**config.mk**
```make
export PLATFORM = sky130hd
export DESIGN_NAME = muldiv_sequencer_flat
export DESIGN_NICKNAME = d
export VERILOG_FILES = /design/src/rtl/muldiv_sequencer_if.sv /design/src/rtl/muldiv_sequencer.sv /design/src/flat_wrapper.sv
export SDC_FILE = /design/constraint.sdc
export NUM_CORES = 1
export LEC_CHECK = 0
export BUFFER_PORTS_ARGS = -buffer_cell sky130_fd_sc_hd__buf_2
export CORE_ASPECT_RATIO = 0.6
export CORE_MARGIN = 10
export CORE_UTILIZATION = 50
export CTS_CLUSTER_SIZE = 25
export DETAILED_ROUTE_END_ITERATION = 8
export PLACE_DENSITY = 0.67
export SLEW_MARGIN = 5
export SYNTH_ARGS = -nofsm -noshare
export SYNTH_HDL_FRONTEND = slang
export SYNTH_SLANG_ARGS = --single-unit
```
**constraint.sdc**
```tcl
create_clock -name clk -period 9.24 [get_ports clk]
set_clock_uncertainty 0.05 [all_clocks]
set_input_delay 1.386 -clock clk [delete_from_list [all_inputs] [get_ports clk]]
set_output_delay 1.386 -clock clk [all_outputs]
set_load 0.05 [all_outputs]
```
**src/rtl/muldiv_sequencer_if.sv**
```systemverilog
// Purpose : handshake/data bundle between a pipeline stage and muldiv_sequencer.
// Ports   : start/func3/op_a/op_b/flush are requests; busy/stall/done/result are status and result.
// Modports: master = requester (pipeline or bench), slave = sequencer.
interface muldiv_sequencer_if #(
  parameter int XLEN = 32
);
  logic            start;
  logic [2:0]      func3;
  logic [XLEN-1:0] op_a;
  logic [XLEN-1:0] op_b;
  logic            flush;
  logic            busy;
  logic            stall;
  logic            done;
  logic [XLEN-1:0] result;

  modport master (
    output start, func3, op_a, op_b, flush,
    input  busy, stall, done, result
  );

  modport slave (
    input  start, func3, op_a, op_b, flush,
    output busy, stall, done, result
  );
endinterface

```
**src/rtl/muldiv_sequencer.sv**
```systemverilog
// Purpose : iterative RV32M multiply/divide unit, one radix-2 step per cycle on operand magnitudes.
// Latency : done XLEN+1 edges after the start-sampling edge (1 edge for divide-by-zero/overflow).
// Backpressure: none accepted; the unit requests a pipeline stall while busy computing.
// Ports   : clk, rst (sync, active-high); bus (slave modport): start, func3, op_a, op_b, flush in;
//           busy, stall, done, result out.
// Config  : define MULDIV_DIV_EN to build the divider; otherwise func3[2]=1 ops return 0 immediately.
module muldiv_sequencer #(
  parameter int XLEN = 32
) (
  input  logic                clk,
  input  logic                rst,
  muldiv_sequencer_if.slave   bus
);

  localparam int CW = $clog2(XLEN);
  localparam logic [XLEN-1:0] MIN_NEG = {1'b1, {(XLEN-1){1'b0}}};

  typedef enum logic [1:0] {S_IDLE, S_CALC, S_DONE} state_t;

  state_t          state_q, state_d;
  logic [CW-1:0]   cnt_q, cnt_d;
  logic [XLEN-1:0] opnd_q, opnd_d;     // multiplicand or divisor magnitude
  logic [XLEN-1:0] hi_q, hi_d;         // product high half / partial remainder
  logic [XLEN-1:0] lo_q, lo_d;         // multiplier / dividend, shifted out as quotient shifts in
  logic [XLEN-1:0] result_q, result_d;
  logic            neg_q, neg_d;       // product or quotient must be negated
  logic            low_q, low_d;       // MUL: return low half of product
`ifdef MULDIV_DIV_EN
  logic            div_q, div_d;
  logic            rem_q, rem_d;
  logic            rneg_q, rneg_d;     // remainder takes dividend sign
`endif

  // Operand decode
  logic            a_signed, b_signed, a_neg, b_neg;
  logic [XLEN-1:0] a_mag, b_mag;
  logic            accept, last_iter, fast;
  logic [XLEN-1:0] fast_res;

  always_comb begin
    a_signed = 1'b0;
    b_signed = 1'b0;
    case (bus.func3)
      3'b000, 3'b001, 3'b100, 3'b110: begin
        a_signed = 1'b1;
        b_signed = 1'b1;
      end
      3'b010:  a_signed = 1'b1;
      default: ;
    endcase
    a_neg = a_signed & bus.op_a[XLEN-1];
    b_neg = b_signed & bus.op_b[XLEN-1];
    a_mag = a_neg ? -bus.op_a : bus.op_a;
    b_mag = b_neg ? -bus.op_b : bus.op_b;
  end

  assign accept    = (state_q == S_IDLE) && bus.start && !bus.flush;
  assign last_iter = (state_q == S_CALC) && (cnt_q == CW'(XLEN - 1));

  // Divide-by-zero and signed overflow bypass the iteration entirely.
`ifdef MULDIV_DIV_EN
  logic div_zero, div_ovf;
  always_comb begin
    div_zero = (bus.op_b == '0);
    div_ovf  = !bus.func3[0] && (bus.op_a == MIN_NEG) && (bus.op_b == '1);
    fast     = bus.func3[2] && (div_zero || div_ovf);
    if (bus.func3[1]) fast_res = div_zero ? bus.op_a : '0;
    else              fast_res = div_zero ? '1 : bus.op_a;
  end
`else
  assign fast     = bus.func3[2];
  assign fast_res = '0;
`endif

  // One iteration step
  logic [XLEN:0]     mul_sum;
  logic [XLEN-1:0]   hi_nx, lo_nx;
  logic [2*XLEN-1:0] prod, prod_s;
  logic [XLEN-1:0]   calc_res;

  always_comb begin
    mul_sum = {1'b0, hi_q} + ({1'b0, opnd_q} & {(XLEN+1){lo_q[0]}});
    hi_nx   = mul_sum[XLEN:1];
    lo_nx   = {mul_sum[0], lo_q[XLEN-1:1]};
`ifdef MULDIV_DIV_EN
    if (div_q) begin : div_step
      logic [XLEN:0] shifted, diff;
      shifted = {hi_q, lo_q[XLEN-1]};
      diff    = shifted - {1'b0, opnd_q};
      // Restoring: keep the difference only when it did not borrow.
      hi_nx   = diff[XLEN] ? shifted[XLEN-1:0] : diff[XLEN-1:0];
      lo_nx   = {lo_q[XLEN-2:0], !diff[XLEN]};
    end
`endif
  end

  // Sign fix-up on the values produced by the final iteration.
  always_comb begin
    prod   = {hi_nx, lo_nx};
    prod_s = neg_q ? -prod : prod;
    calc_res = low_q ? prod_s[XLEN-1:0] : prod_s[2*XLEN-1:XLEN];
`ifdef MULDIV_DIV_EN
    if (div_q) begin
      if (rem_q) calc_res = rneg_q ? -hi_nx : hi_nx;
      else       calc_res = neg_q  ? -lo_nx : lo_nx;
    end
`endif
  end

  // State register
  always_ff @(posedge clk) begin
    if (rst) begin
      state_q  <= S_IDLE;
      cnt_q    <= '0;
      opnd_q   <= '0;
      hi_q     <= '0;
      lo_q     <= '0;
      result_q <= '0;
      neg_q    <= 1'b0;
      low_q    <= 1'b0;
`ifdef MULDIV_DIV_EN
      div_q    <= 1'b0;
      rem_q    <= 1'b0;
      rneg_q   <= 1'b0;
`endif
    end else begin
      state_q  <= state_d;
      cnt_q    <= cnt_d;
      opnd_q   <= opnd_d;
      hi_q     <= hi_d;
      lo_q     <= lo_d;
      result_q <= result_d;
      neg_q    <= neg_d;
      low_q    <= low_d;
`ifdef MULDIV_DIV_EN
      div_q    <= div_d;
      rem_q    <= rem_d;
      rneg_q   <= rneg_d;
`endif
    end
  end

  // Next state
  always_comb begin
    state_d = state_q;
    case (state_q)
      S_IDLE:  if (accept) state_d = fast ? S_DONE : S_CALC;
      S_CALC:  if (last_iter) state_d = S_DONE;
      S_DONE:  state_d = S_IDLE;
      default: state_d = S_IDLE;
    endcase
    if (bus.flush) state_d = S_IDLE;
  end

  // Datapath next values
  always_comb begin
    cnt_d    = cnt_q;
    opnd_d   = opnd_q;
    hi_d     = hi_q;
    lo_d     = lo_q;
    result_d = result_q;
    neg_d    = neg_q;
    low_d    = low_q;
`ifdef MULDIV_DIV_EN
    div_d    = div_q;
    rem_d    = rem_q;
    rneg_d   = rneg_q;
`endif
    if (accept) begin
      cnt_d  = '0;
      hi_d   = '0;
      neg_d  = a_neg ^ b_neg;
      low_d  = (bus.func3 == 3'b000);
      opnd_d = a_mag;
      lo_d   = b_mag;
`ifdef MULDIV_DIV_EN
      div_d  = bus.func3[2];
      rem_d  = bus.func3[1];
      rneg_d = a_neg;
      if (bus.func3[2]) begin
        opnd_d = b_mag;
        lo_d   = a_mag;
      end
`endif
      if (fast) result_d = fast_res;
    end else if ((state_q == S_CALC) && !bus.flush) begin
      cnt_d = cnt_q + CW'(1);
      hi_d  = hi_nx;
      lo_d  = lo_nx;
      if (last_iter) result_d = calc_res;
    end
  end

  // Outputs
  always_comb begin
    bus.busy   = (state_q != S_IDLE);
    bus.done   = (state_q == S_DONE);
    bus.stall  = !rst && ((accept) || (state_q == S_CALC));
    bus.result = result_q;
  end

endmodule
```
**src/flat_wrapper.sv**
```systemverilog
// flat-port wrapper written by rule: the top's interface ports become plain ports
module muldiv_sequencer_flat 
#(
  parameter int XLEN = 32
)
  (clk, rst, bus_start, bus_func3, bus_op_a, bus_op_b, bus_flush, bus_busy, bus_stall, bus_done, bus_result);
  muldiv_sequencer_if #(.XLEN(XLEN)) bus_i ();
  input  logic clk;
  input  logic rst;
  input wire logic [$bits(bus_i.start)-1:0] bus_start;
  input wire logic [$bits(bus_i.func3)-1:0] bus_func3;
  input wire logic [$bits(bus_i.op_a)-1:0] bus_op_a;
  input wire logic [$bits(bus_i.op_b)-1:0] bus_op_b;
  input wire logic [$bits(bus_i.flush)-1:0] bus_flush;
  output wire logic [$bits(bus_i.busy)-1:0] bus_busy;
  output wire logic [$bits(bus_i.stall)-1:0] bus_stall;
  output wire logic [$bits(bus_i.done)-1:0] bus_done;
  output wire logic [$bits(bus_i.result)-1:0] bus_result;
  assign bus_i.start = bus_start;
  assign bus_i.func3 = bus_func3;
  assign bus_i.op_a = bus_op_a;
  assign bus_i.op_b = bus_op_b;
  assign bus_i.flush = bus_flush;
  assign bus_busy = bus_i.busy;
  assign bus_stall = bus_i.stall;
  assign bus_done = bus_i.done;
  assign bus_result = bus_i.result;
  muldiv_sequencer #(.XLEN(XLEN)) u_core (.clk(clk), .rst(rst), .bus(bus_i));
endmodule
```
# --- After elaboration in Yosys (flattened, before gate mapping) ---
# Index checks and enable logic that the tools add are counted.
# Widths: inputs -> output; s select.
totals:
  regBits: 137
  elab_cells: 62
  out_inout_bits: 35
  input_bits: 71
classes:
  n_reduce_logical: 19
  bitwise: 4
  n_eq_ne: 10
  n_mux: 16
  add_sub_neg: 5
op_table:
  columns: ["op", "n"]
  rows:
  - ["$mux 32", 9]
  - ["$mux 64", 1]
  - ["$neg 32->32", 2]
  - ["$neg 64->64", 1]
  - ["$add 32x33->33", 1]
  - ["$and 32x33->33", 1]
  - ["$eq 3x3->1 const B", 2]
  - ["$mux 2", 3]
  - ["$reduce_bool 2->1", 3]
  - ["$add 5x1->5 const B", 1]
  - ["$eq 5x5->1 const B", 1]
  - ["$logic_and 1x1->1", 5]
  - ["$reduce_or 5->1", 1]
  - ["$ne 2x1->1 const B", 2]
  - ["$pmux 2 s2", 1]
  - ["$reduce_or 2->1", 2]
  - ["$reduce_or 4->1", 1]
  - ["$eq 3x1->1 const B", 1]
  - ["$eq 3x2->1 const B", 1]
  - ["$logic_not 3->1", 1]
  - ["$reduce_and 3->1", 1]
  - ["$and 1x1->1", 2]
  - ["$eq 2x1->1 const B", 1]
  - ["$eq 2x2->1 const B", 1]
  - ["7 further kinds", 9]

# --- Depth between registers and ports, before layout ---
# Gate-level depths: netlist of the first run.
logic_depth:
  word_depth: 8
  mapped_depth: 16
  ltp_nobuf: 15

# --- Worst setup path after synthesis of the first run ---
# Ideal clock, no wire load.
synth_timing:
  kind: "input to output"
  start: "input bus_flush"
  end: "output bus_stall"
  required_ps: 7804
  arrival_time_ps: 2991
  path_stages: 4
  n_path_buf: 2
  slack_ps: 4813
  cell_sequence: "or3b_2 > clkbuf_1 > clkbuf_1 > a21oi_1"
synth_between:
  elab_chain_len: 4
synth_rtl:
  columns: ["element", "line", "source"]
  rows:
  - ["start, declared", "flat_wrapper.sv:14", "input wire logic [$bits(bus_i.flush)-1:0] bus_flush;"]
  - ["$logic_not 1->1", "muldiv_sequencer.sv:57", "assign accept = (state_q == S_IDLE) && bus.start && !bus.flush;"]
  - ["$logic_and 1x1->1", "muldiv_sequencer.sv:57", null]
  - ["$logic_or 1x1->1", "muldiv_sequencer.sv:198", "bus.stall = !rst && ((accept) || (state_q == S_CALC));"]
  - ["$logic_and 1x1->1", "muldiv_sequencer.sv:198", null]
  - ["end, declared", "flat_wrapper.sv:16", "output wire logic [$bits(bus_i.stall)-1:0] bus_stall;"]
# Every way passes these cells.

# --- Worst setup path in the final report of the first run ---
layout_timing:
  start: "register u_core.lo_q[0]"
  end: "register u_core.result_q[25] (netlist: u_core.bus.result[25])"
layout_between:
  elab_chain_len: 8
layout_rtl:
  columns: ["element", "line", "source"]
  rows:
  - ["start, declared", "muldiv_sequencer.sv:24", "logic [XLEN-1:0] lo_q, lo_d;"]
  - ["start signal, assigned", "muldiv_sequencer.sv:131", "lo_q <= lo_d;"]
  - ["$and 32x33->33 *", "muldiv_sequencer.sv:82", "mul_sum = {1'b0, hi_q} + ({1'b0, opnd_q} & {(XLEN+1){lo_q[0]}});"]
  - ["$add 32x33->33 *", "muldiv_sequencer.sv:82", null]
  - ["$neg 64->64", "muldiv_sequencer.sv:100", "prod_s = neg_q ? -prod : prod;"]
  - ["$mux 64 *", "muldiv_sequencer.sv:100", null]
  - ["$mux 32 *", "muldiv_sequencer.sv:101", "calc_res = low_q ? prod_s[XLEN-1:0] : prod_s[2*XLEN-1:XLEN];"]
  - ["$mux 32 *", "muldiv_sequencer.sv:190", "if (last_iter) result_d = calc_res;"]
  - ["$mux 32 *", "muldiv_sequencer.sv:186", "end else if ((state_q == S_CALC) && !bus.flush) begin"]
  - ["$mux 32 *", "muldiv_sequencer.sv:169", "if (accept) begin"]
  - ["end signal, assigned", "muldiv_sequencer.sv:132", "result_q <= result_d;"]
  - ["end, declared", "muldiv_sequencer.sv:25", "logic [XLEN-1:0] result_q, result_d;"]
# Every way passes the cells marked *; elsewhere a longest branch is shown, timed or not. The select of a mux whose other input is x is not followed.
# A chain may end at the register's enable or synchronous reset.

==> out/results.tsv, run 1 <==
metric	value	unit
ys flop type	dfxtp_1	
Async SR Flop Fraction	0	%
simple logic cell fraction of the synthesized area	26.3	%
total gr overflow	0	
Max Slew Vio Count	0	
DR pass1 iterations	5	
initial antenna violation count	4	
vias	10900	
Post-CTS Resized	0	
antenna-violating nets left	0	
largest family of logic cells by synthesized area	compound AO/OA/AOI/OAI gates	
io pins	106	
Netlist Area Pre-Place	10500	um2
R2R Setup Slk	4.18	ns
part of the cycle the worst path needs	54.8	%
CTS Buf Count	17	
Worst EP required	9.51	ns
maxcap violations	0	
Worst Path Max Fanout	33	
Commonest cells post-synth	222 x nand2_1, 168 x nor2_1, 137 x dfxtp_1, 117 x a21oi_1, 81 x o21ai_0	
Final min period	5.06	ns
Final nets	1580	
WHS Endpoint	u_core.bus.result[3]$_SDFFE_PP0P_	
Synth area leaders	dfxtp_1 26%, nand2_1 7.9%, nor2_1 6.0%, xnor2_1 5.7%, a21oi_1 5.6%	
root buffer selected by CTS	clkbuf_16	
final core utilization	56.6	%
Final setup viols	0	
DR WL/cell	19.2	um
post-synthesis adder-cell area fraction	4.58	%
syn_area_per_cell	7.37	um2
CP endpoint kind	register	
CTS Hold Bufs	0	
Worst Setup Path Type	reg -> reg	
Cells after Synth	1430	
hold path depth	2	
reg-to-reg startpoint	u_core.lo_q[0]$_SDFFE_PP0P_	
status	finished, final reports clean	
hold path start	u_core.bus.result[3]$_SDFFE_PP0P_	
Area growth syn-to-layout	12.0	%
# clock sinks	137	
Synthesized Nets	1539	
area of the die	27500	um2
Core Area	20900	um2
vias per cell	6.16	
worst hold path class	reg -> reg	
Final Hold Vio Count	0	
vias in the first global route	9707	
Skew-Pair Late Insertion Delay	0.43	ns
I/O Buffers	105	
number of flops mapped to enable cells by yosys	0	
Tot GR Track Use	23.7	%
R2R depth	15	
fillers	1980	
CTS tree	built	
maximum clock rate	0.198	GHz
largest net degree at the start of global routing	77	
share of cells above drive strength 1	13.4	%
Distinct cells, synth	79	
Reg clk slew, reported paths	0.06	ns
P_leak	0.00440	uW
final setup TNS	0	ns
post-DP HPWL	25700	um
top-count cell post-synth	nand2_1	
H-tree level count	4	
initial drt markers	1053	
pwr dens	144	nW/um2
die span in y	132	um
Worst Path Arrival	5.33	ns
Slew @ Worst Pin	0.825	ns
routability cong.	0.936	
relative slew slack	44.5	%
RSZ-0062 raised after global routing	false	
Worst setup SP type	register	
Synth top area share	26.0	%
multiplexer share of the synthesized area	1.41	%
Seq/Total Area, Yosys	26.0	%
setup bufs post-CTS	0	
#FFs+latches synth	137	
clock buffer depth	2	
Critical R2R Capture	u_core.bus.result[25]$_SDFFE_PP0P_	
Core Rows	41	
Starting Density	50.5	%
Die Span X	207	um
cell taking the most area after synthesis	dfxtp_1	
Compound-Gate Fraction of Synth Area	27.8	%
global-route wire length before repair	54000	um
Worst VDD drop	0.137	mV
Synth Area in XOR/XNOR	9.29	%
YS warnings	0	
drt drc	0	
drt total wl	33900	um
## metrics by stage
stage | cells | total power [uW] | setup WS, ns | hold slack (ns) | cell area [um2]
6_report | 1762 | 1700 | 4.18 | 0.398 | 11800
5_1_grt | 1761 | 1760 | 3.77 | 0.425 | 11800
4_1_cts | 1761 | 1700 | 4.22 | 0.401 | 11800
3_5_place_dp | 1731 | 893 | 4.28 | 0.392 | 11100
3_3_place_gp | 1731 | 890 | 4.40 | 0.387 | 11100
2_1_floorplan | 1430 | 817 | 4.81 | 0.369 | 10500
## worst max-delay path, stage by stage, from the launching register on
cell and delay [ns]:
dfxtp_1 0.85, and2_1 0.23, ha_1 0.20, inv_1 0.07, fa_1 0.39, nand2b_1 0.20, a21oi_2 0.39, o21a_1 0.28
nor2_1 0.08, xnor2_1 0.20, or4_1 0.67, o41ai_1 0.65, nand2_1 0.13, xnor2_1 0.20, o21ai_0 0.10, a32o_1 0.24
## registers in the layout (all words and copies together) (netlist names)
register           flops
u_core.bus.result     32
u_core.hi_q           32
u_core.lo_q           32
u_core.opnd_q         32
u_core.cnt_q           5
u_core.state_q         2
u_core.low_q           1
u_core.neg_q           1
## final cells by class
type / count / area, um2 / share of cell area [%]
well taps: 279 / 349 / 2.96
diodes: 1 / 2.50 / 0.0212
flip-flops and latches: 137 / 2750 / 23.2
repair buffers: 117 / 618 / 5.23
clock inverters: 12 / 248 / 2.10
multi-input cells: 1178 / 7330 / 62.1
clock buffers: 18 / 439 / 3.72
inverters: 20 / 75.1 / 0.636
## layer usage
layer  wire length (um)  up-vias  part of all wire [%]  track usage (%)
li1                   -     5309                     -                -
met3               2570       28                   7.6             4.84
met4                310        4                  0.92             4.80
met2              13700      369                    41             32.4
met1              17200     5146                    51             36.6
met5                 24        -                 0.071                0
## report_power, final
group	internal, uW	total (uW)	switching, uW
clock network	537	812	275
registers	612	639	26.7
logic	91.9	246	154
## kinds of logic (layout without fill, tap and decap cells)
group                      count (synthesis)  count (layout)
muxes                                     12              12
buffers and inverters                    115             167
DFF                                      137             137
adders and majority gates                 38              38
and+or+nand+nor                          584             584
other                                      0               1
xor gates and xnor gates                 111             111
AOI/OAI and AO/OA                        433             433
## worst max-delay path by stage
stage                                     start                                  to  slack [ns]  cells after the start
finish              u_core.lo_q[0]$_SDFFE_PP0P_  u_core.bus.result[25]$_SDFFE_PP0P_        4.18                     15
global route        u_core.lo_q[0]$_SDFFE_PP0P_  u_core.bus.result[25]$_SDFFE_PP0P_        3.77                     15
CTS                 u_core.lo_q[0]$_SDFFE_PP0P_  u_core.bus.result[28]$_SDFFE_PP0P_        4.22                     15
detailed placement  u_core.lo_q[0]$_SDFFE_PP0P_  u_core.bus.result[28]$_SDFFE_PP0P_        4.28                     15
global placement    u_core.lo_q[0]$_SDFFE_PP0P_  u_core.bus.result[28]$_SDFFE_PP0P_        4.40                     15
floorplan                             bus_flush                           bus_stall        4.81                      4
## cell usage in the layout, fill, tap and decap left out, drive strengths merged, types with 40 or more instances in the layout
master  Yosys  layout
xnor2      69      69
nand2     224     224
buf        22     117
xor2       42      42
a21oi     123     123
and2       40      40
nor2      168     168
dfxtp     137     137
o21ai      93      93
a311oi     40      40
Power figures use the tool's default switching activity.
==> run 2: changes to the inputs <==
Settings changed: ABC_AREA set to 1.
Clock period 9.24 ns to 4.9 ns, I/O delays scaled along.
==> run 2 against run 1 <==
Critical endpoint is now u_core.bus.result[18]$_SDFFE_PP0P_; hold slack improved by 0.010 ns; clock power grew 61%; first-iteration DRC count rose by 61%; largest power group unchanged; critical path depth increased by 2; count of clock-buffer cells in the layout is 1 higher; non-clock buffer count up 3; sequential power grew 89%; sequential cell count unchanged.
==> out/results.tsv, run 2 <==
metric	value	unit	change
# clock sinks	137		unchanged
Synth area leaders	dfxtp_1 23%, nand2_1 20%, inv_1 10%, a21oi_1 5.8%, nor2_1 5.6%		
CTS Hold Bufs	0		unchanged
Post-Place Cell Area	12600	um2	+13%
vias per cell	5.46		-11%
Critical Path Max Stage Delay	1.00	ns	+0.15 ns
Worst Path Max Fanout	33		unchanged
routability cong.	1.02		+8.8%
die span in y	139	um	+5.0%
top-count cell post-synth	nand2_1		
part of the cycle the worst path needs	79.5	%	+25 points
R2R Setup Slk	1.00	ns	-3.18 ns
Skew-Pair Late Insertion Delay	0.45	ns	+0.02 ns
drt total wl	42900	um	+27%
P_leak	0.00691	uW	+57%
Tot GR Track Use	27.7	%	+4.0 points
fillers	2443		+23%
post-DP HPWL	34100	um	+33%
clock buffer depth	2		unchanged
Synthesized Nets	2179		+42%
Area growth syn-to-layout	11.5	%	
final setup TNS	0	ns	unchanged
pwr dens	232	nW/um2	+62%
Core Area	23200	um2	+11%
Starting Density	51.0	%	+0.47 points
vias	13500		+24%
Netlist Area Pre-Place	11800	um2	+12%
Core Rows	43		+4.9%
crit path cell chain	nand2_1 -> inv_1 -> ha_1 -> inv_1 -> fa_1 -> inv_1 -> nor2_1 -> inv_1 -> nor3_1 -> nand4_2 -> o21ai_2 -> nand3_2 -> nor2_2 -> nand2_1 -> nand3_1 -> nand3_1 -> a21oi_1		
WP buf/inv	4		+3
Async SR Flop Fraction	0	%	unchanged
kind of cell adding the most delay to the critical path	simple AND/OR/NAND/NOR gates		
status	finished, final reports clean		
Worst VDD drop	0.201	mV	+46%
DR pass1 iterations	6		+1
Post-CTS Resized	0		unchanged
Final Hold Vio Count	0		unchanged
CTS tree	built		
largest net degree at the start of global routing	76		-1.3%
Max Slew Vio Count	0		unchanged
Seq/Total Area, Yosys	23.2	%	-2.8 points
Commonest cells post-synth	641 x nand2_1, 317 x inv_1, 177 x nor2_1, 138 x a21oi_1, 137 x dfxtp_1		
I/O Buffers	105		unchanged
drt drc	0		unchanged
setup bufs post-CTS	0		unchanged
Worst Path Arrival	4.21	ns	-1.12 ns
WP depth	17		+2
Critical R2R Capture	u_core.bus.result[18]$_SDFFE_PP0P_		
Slew @ Worst Pin	1.14	ns	+0.313 ns
antenna-violating nets left	0		unchanged
crit path capture	u_core.bus.result[18]$_SDFFE_PP0P_		
CP endpoint kind	register		
total gr overflow	0		unchanged
Final min period	3.90	ns	-1.16 ns
reg-to-reg startpoint	u_core.lo_q[0]$_SDFFE_PP0P_		
maxcap violations	0		unchanged
worst hold path class	reg -> reg		
commonest non-fill, non-tap cell in the layout	nand2_1		
number of flops mapped to enable cells by yosys	0		unchanged
Worst setup SP type	register		
io pins	106		unchanged
ANT cells	0		-1
final instance area	13200	um2	+12%
relative slew slack	24.1	%	-20 points
DR WL/cell	17.4	um	-9.5%
Worst EP required	5.22	ns	-4.29 ns
H-tree level count	4		unchanged
ys flop type	dfxtp_1		
Die Span X	218	um	+5.3%
YS warnings	0		unchanged
Slowest-stage cell, CP	dfxtp_1		
initial antenna violation count	0		-4
RSZ-0062 raised after global routing	false		
Final setup viols	0		unchanged
R2R depth	17		+2
Final nets	2248		+42%
Cells after Synth	2070		+45%
Setup crit start	u_core.lo_q[0]$_SDFFE_PP0P_		
syn_area_per_cell	5.71	um2	-23%
cell taking the most area after synthesis	dfxtp_1		
Worst Setup Path Type	reg -> reg		
area of the die	30400	um2	+11%
root buffer selected by CTS	clkbuf_16		
Synth top area share	23.2	%	-2.8 points
initial drt markers	1698		+61%
share of cells above drive strength 1	11.9	%	-1.5 points
Reg clk slew, reported paths	0.06	ns	about the same
maximum clock rate	0.257	GHz	+30%
global-route wire length before repair	66500	um	+23%
most frequent cells in the layout	641 x nand2_1, 317 x inv_1, 174 x nor2_1, 138 x a21oi_1, 136 x dfxtp_1		
Distinct cells, synth	52		-34%
CTS Buf Count	17		unchanged
Design Power	3060	uW	+80%
Crit path top cell by count	inv_1		
#FFs+latches synth	137		unchanged
vias in the first global route	11700		+20%
[run 2: per-layer routing]
layer / vias up / global-route usage [%] / wire [um]
met5: - / 0 / 0
met4: 0 / 5.35 / 391
met3: 29 / 10.4 / 5790
met2: 638 / 32.0 / 14700
met1: 6079 / 44.5 / 22000
li1: 6713 / - / -
[run 2: through the flow]
stage               setup slack [ns]  utilization (%)  instances  hold WS [ns]
finish                          1.00             56.8       2465         0.408
global route                   0.543             56.8       2465         0.432
CTS                             1.05             56.8       2465         0.409
detailed placement              1.06             54.3       2435         0.394
global placement                1.17             54.3       2435         0.391
floorplan                       2.08                -       2070         0.372
[run 2: logic make-up after synthesis]
family,count (synthesis),synth area share (%)
xor gates and xnor gates,34,2.52
AOI/OAI and AO/OA,346,16.4
and+or+nand+nor,1109,40.8
adders and majority gates,38,4.09
DFF,137,23.2
buffers and inverters,406,13.0
[run 2: worst reg2reg max path: stages, from the launching register on]
cell     delay [ns]
dfxtp_1        1.00
nand2_1        0.16
inv_1          0.09
ha_1           0.19
inv_1          0.07
fa_1           0.55
inv_1          0.07
nor2_1         0.12
inv_1          0.08
nor3_1         0.22
nand4_2        0.18
o21ai_2        0.29
nand3_2        0.13
nor2_2         0.16
nand2_1        0.07
nand3_1        0.11
nand3_1        0.10
a21oi_1        0.17
[run 2: power breakdown]
group / switching, uW / internal, uW / total [uW]
Combinational: 368 / 172 / 540
Sequential: 52.7 / 1150 / 1210
Clock: 542 / 770 / 1310
Total: 962 / 2100 / 3060
[run 2: area by class of cell]
cell class | count | area (um2) | share of cell area, %
multi-input combinational | 1527 | 7560 | 57.4
inverter | 336 | 1260 | 9.57
tap | 315 | 394 | 2.99
timing repair buffer | 120 | 638 | 4.84
clock buffer | 19 | 453 | 3.44
sequential | 137 | 2740 | 20.8
clock inverter | 11 | 123 | 0.931
[run 2: worst min path at each step]
stage | to | start | slack (ns) | cells after the start
6_report | u_core.opnd_q[29]$_SDFFE_PP0P_ | u_core.opnd_q[29]$_SDFFE_PP0P_ | 0.41 | 2
3_5_place_dp | u_core.opnd_q[11]$_SDFFE_PP0P_ | u_core.opnd_q[11]$_SDFFE_PP0P_ | 0.39 | 2
4_1_cts | u_core.opnd_q[11]$_SDFFE_PP0P_ | u_core.opnd_q[11]$_SDFFE_PP0P_ | 0.41 | 2
5_1_grt | u_core.bus.result[30]$_SDFFE_PP0P_ | u_core.bus.result[30]$_SDFFE_PP0P_ | 0.43 | 2
3_3_place_gp | u_core.opnd_q[11]$_SDFFE_PP0P_ | u_core.opnd_q[11]$_SDFFE_PP0P_ | 0.39 | 2
2_1_floorplan | u_core.opnd_q[28]$_SDFFE_PP0P_ | u_core.opnd_q[28]$_SDFFE_PP0P_ | 0.37 | 2
==> run 3: changes to the inputs <==
Settings changed: ABC_AREA 1 to 0, PLACE_DENSITY 0.67 to 0.7.
Clock period 4.9 ns to 3.4 ns, I/O delays scaled along.
==> run 3 against run 2 <==
The flow now finishes with violations (setup timing); worst setup slack got worse by 1.6 ns; via count fell by 9.5%; sequential cell count did not move; combinational power grew 69%; non-clock buffer count rose by 251; utilization rose by 14 points; critical path type unchanged; critical endpoint is now u_core.bus.result[29]$_SDFFE_PP0P_.
==> out/results.tsv, run 3 (synthesized netlist as in run 1, its figures left out) <==
metric	value	unit	change
status	finished, violations left		
failing checks	setup timing		
CTS Buf Count	17		unchanged
number of cells in the finished layout apart from fillers	2018		-18%
part of the cycle the worst path needs	117	%	+38 points
most frequent cells in the layout	249 x buf_4, 214 x nand2_1, 161 x nor2_1, 134 x dfxtp_1, 105 x buf_2		
H-tree level count	4		unchanged
area of the die	27500	um2	-9.5%
final instance area	14900	um2	+13%
largest net degree at the start of global routing	77		+1.3%
relative slew slack	48.7	%	+25 points
P_leak	0.00577	uW	-16%
Worst Path Arrival	4.26	ns	+0.05 ns
maximum clock rate	0.251	GHz	-2.1%
drt drc	0		unchanged
share of cells above drive strength 1	34.0	%	+22 points
clock buffer depth	2		unchanged
total gr overflow	0		unchanged
vias in the first global route	11500		-1.6%
Final min period	3.98	ns	+0.0827 ns
worst hold path class	in -> reg		
Final setup viols	22		+22
Tot GR Track Use	27.3	%	-0.38 points
Worst Setup Path Type	reg -> reg		
global-route wire length before repair	62000	um	-6.8%
Slew @ Worst Pin	0.768	ns	-0.370 ns
routability cong.	0.958		-5.9%
I/O Buffers	105		unchanged
CP endpoint kind	register		
Worst Path Max Fanout	6		-82%
antenna-violating nets left	0		unchanged
Skew-Pair Late Insertion Delay	0.44	ns	about the same
vias per cell	6.04		+11%
Post-Place Cell Area	13000	um2	+3.4%
post-DP HPWL	29300	um	-14%
commonest non-fill, non-tap cell in the layout	buf_4		
Design Power	4610	uW	+51%
worst setup margin	-0.580	ns	-1.58 ns
drt total wl	39300	um	-8.4%
# clock sinks	137		unchanged
Final nets	1835		-18%
CTS tree	built		
Reg clk slew, reported paths	0.06	ns	about the same
vias	12200		-9.5%
initial antenna violation count	3		+3
maxcap violations	0		unchanged
pwr dens	311	nW/um2	+34%
Worst setup SP type	register		
die span in y	132	um	-4.7%
root buffer selected by CTS	clkbuf_16		
Worst EP required	3.68	ns	-1.54 ns
Die Span X	207	um	-5.0%
Final Hold Vio Count	0		unchanged
Worst VDD drop	0.364	mV	+82%
Max Slew Vio Count	0		unchanged
fillers	1630		-33%
placed instance count	1960		-20%
DR pass1 iterations	5		-1
RSZ-0062 raised after global routing	true		
initial drt markers	1370		-19%
io pins	106		unchanged
Area growth syn-to-layout	40.8	%	
DR WL/cell	19.5	um	+12%
Core Area	20900	um2	-10%
ANT cells	0		unchanged
Starting Density	50.5	%	-0.47 points
Core Rows	41		-4.7%
run 3: what timing repair did:
item / in CTS / in global routing
gates resized for setup: 121 / 62
hold buffers: 0 / 0
setup endpoints to repair: 25 / 26
pin swaps: 46 / 31
cloned: 1 / 0
setup buffers: 17 / 10
run 3: routing by layer:
layer	global-route usage, %	wire length (um)	part of all wire, %	up-vias
li1	-	-	-	5816
met1	39.6	18600	47	5770
met2	39.9	16500	42	543
met3	5.95	3480	8.9	56
met4	6.46	660	1.7	0
met5	0	0	0	-
run 3: metrics by stage:
stage | setup WS [ns] | setup TNS, ns | hold WS (ns) | utilization (%)
floorplan | -0.441 | -2.26 | 0.369 | -
global placement | -0.694 | -8.92 | 0.386 | 62.4
detailed placement | -0.829 | -11.93 | 0.392 | 62.4
CTS | -0.467 | -5.99 | 0.284 | 69.1
global route | -0.752 | -11.83 | 0.291 | 71.1
finish | -0.580 | -7.96 | 0.299 | 71.1
run 3: layout make-up:
cell class | instances | area, um2 | share of cell area (%)
repair buffers | 371 | 2590 | 17.5
well taps | 279 | 349 | 2.35
clock inverters | 15 | 190 | 1.28
multi-input cells | 1179 | 8470 | 57.0
flip-flops and latches | 137 | 2750 | 18.5
clock buffers | 17 | 425 | 2.86
inverters | 20 | 75.1 | 0.506
run 3: critical path, cell delays in order, from the launching register on:
cell	delay (ns)
dfxtp_4	0.37
buf_4	0.15
nand2_4	0.08
inv_2	0.05
ha_4	0.22
a211oi_4	0.28
buf_4	0.16
o211ai_1	0.17
buf_4	0.21
buf_4	0.13
nand3_4	0.11
and3_1	0.18
a311oi_2	0.06
a211o_1	0.30
or4_4	0.48
o41ai_4	0.38
xor2_1	0.20
o21ai_1	0.08
a32o_1	0.23
run 3: path summary, 6_finish.rpt:
path,to,cells past startpoint,from,slack [ns]
worst max-delay path,u_core.bus.result[29]$_SDFFE_PP0P_,18,u_core.lo_q[0]$_SDFFE_PP0P_,-0.58
worst min-delay path,u_core.state_q[0]$_SDFFE_PP0P_,2,bus_flush,0.30
worst max register to register,u_core.bus.result[29]$_SDFFE_PP0P_,18,u_core.lo_q[0]$_SDFFE_PP0P_,-0.58
worst min register to register,u_core.opnd_q[22]$_SDFFE_PP0P_,2,u_core.opnd_q[22]$_SDFFE_PP0P_,0.40
run 3: where the power goes:
| part | leakage, uW | internal (uW) | switching [uW] |
|---|---|---|---|
| Combinational | 0.00437 | 392 | 520 |
| Clock | 0.000286 | 1170 | 827 |
| Sequential | 0.00112 | 1660 | 44.2 |
| Total | 0.00577 | 3220 | 1390 |
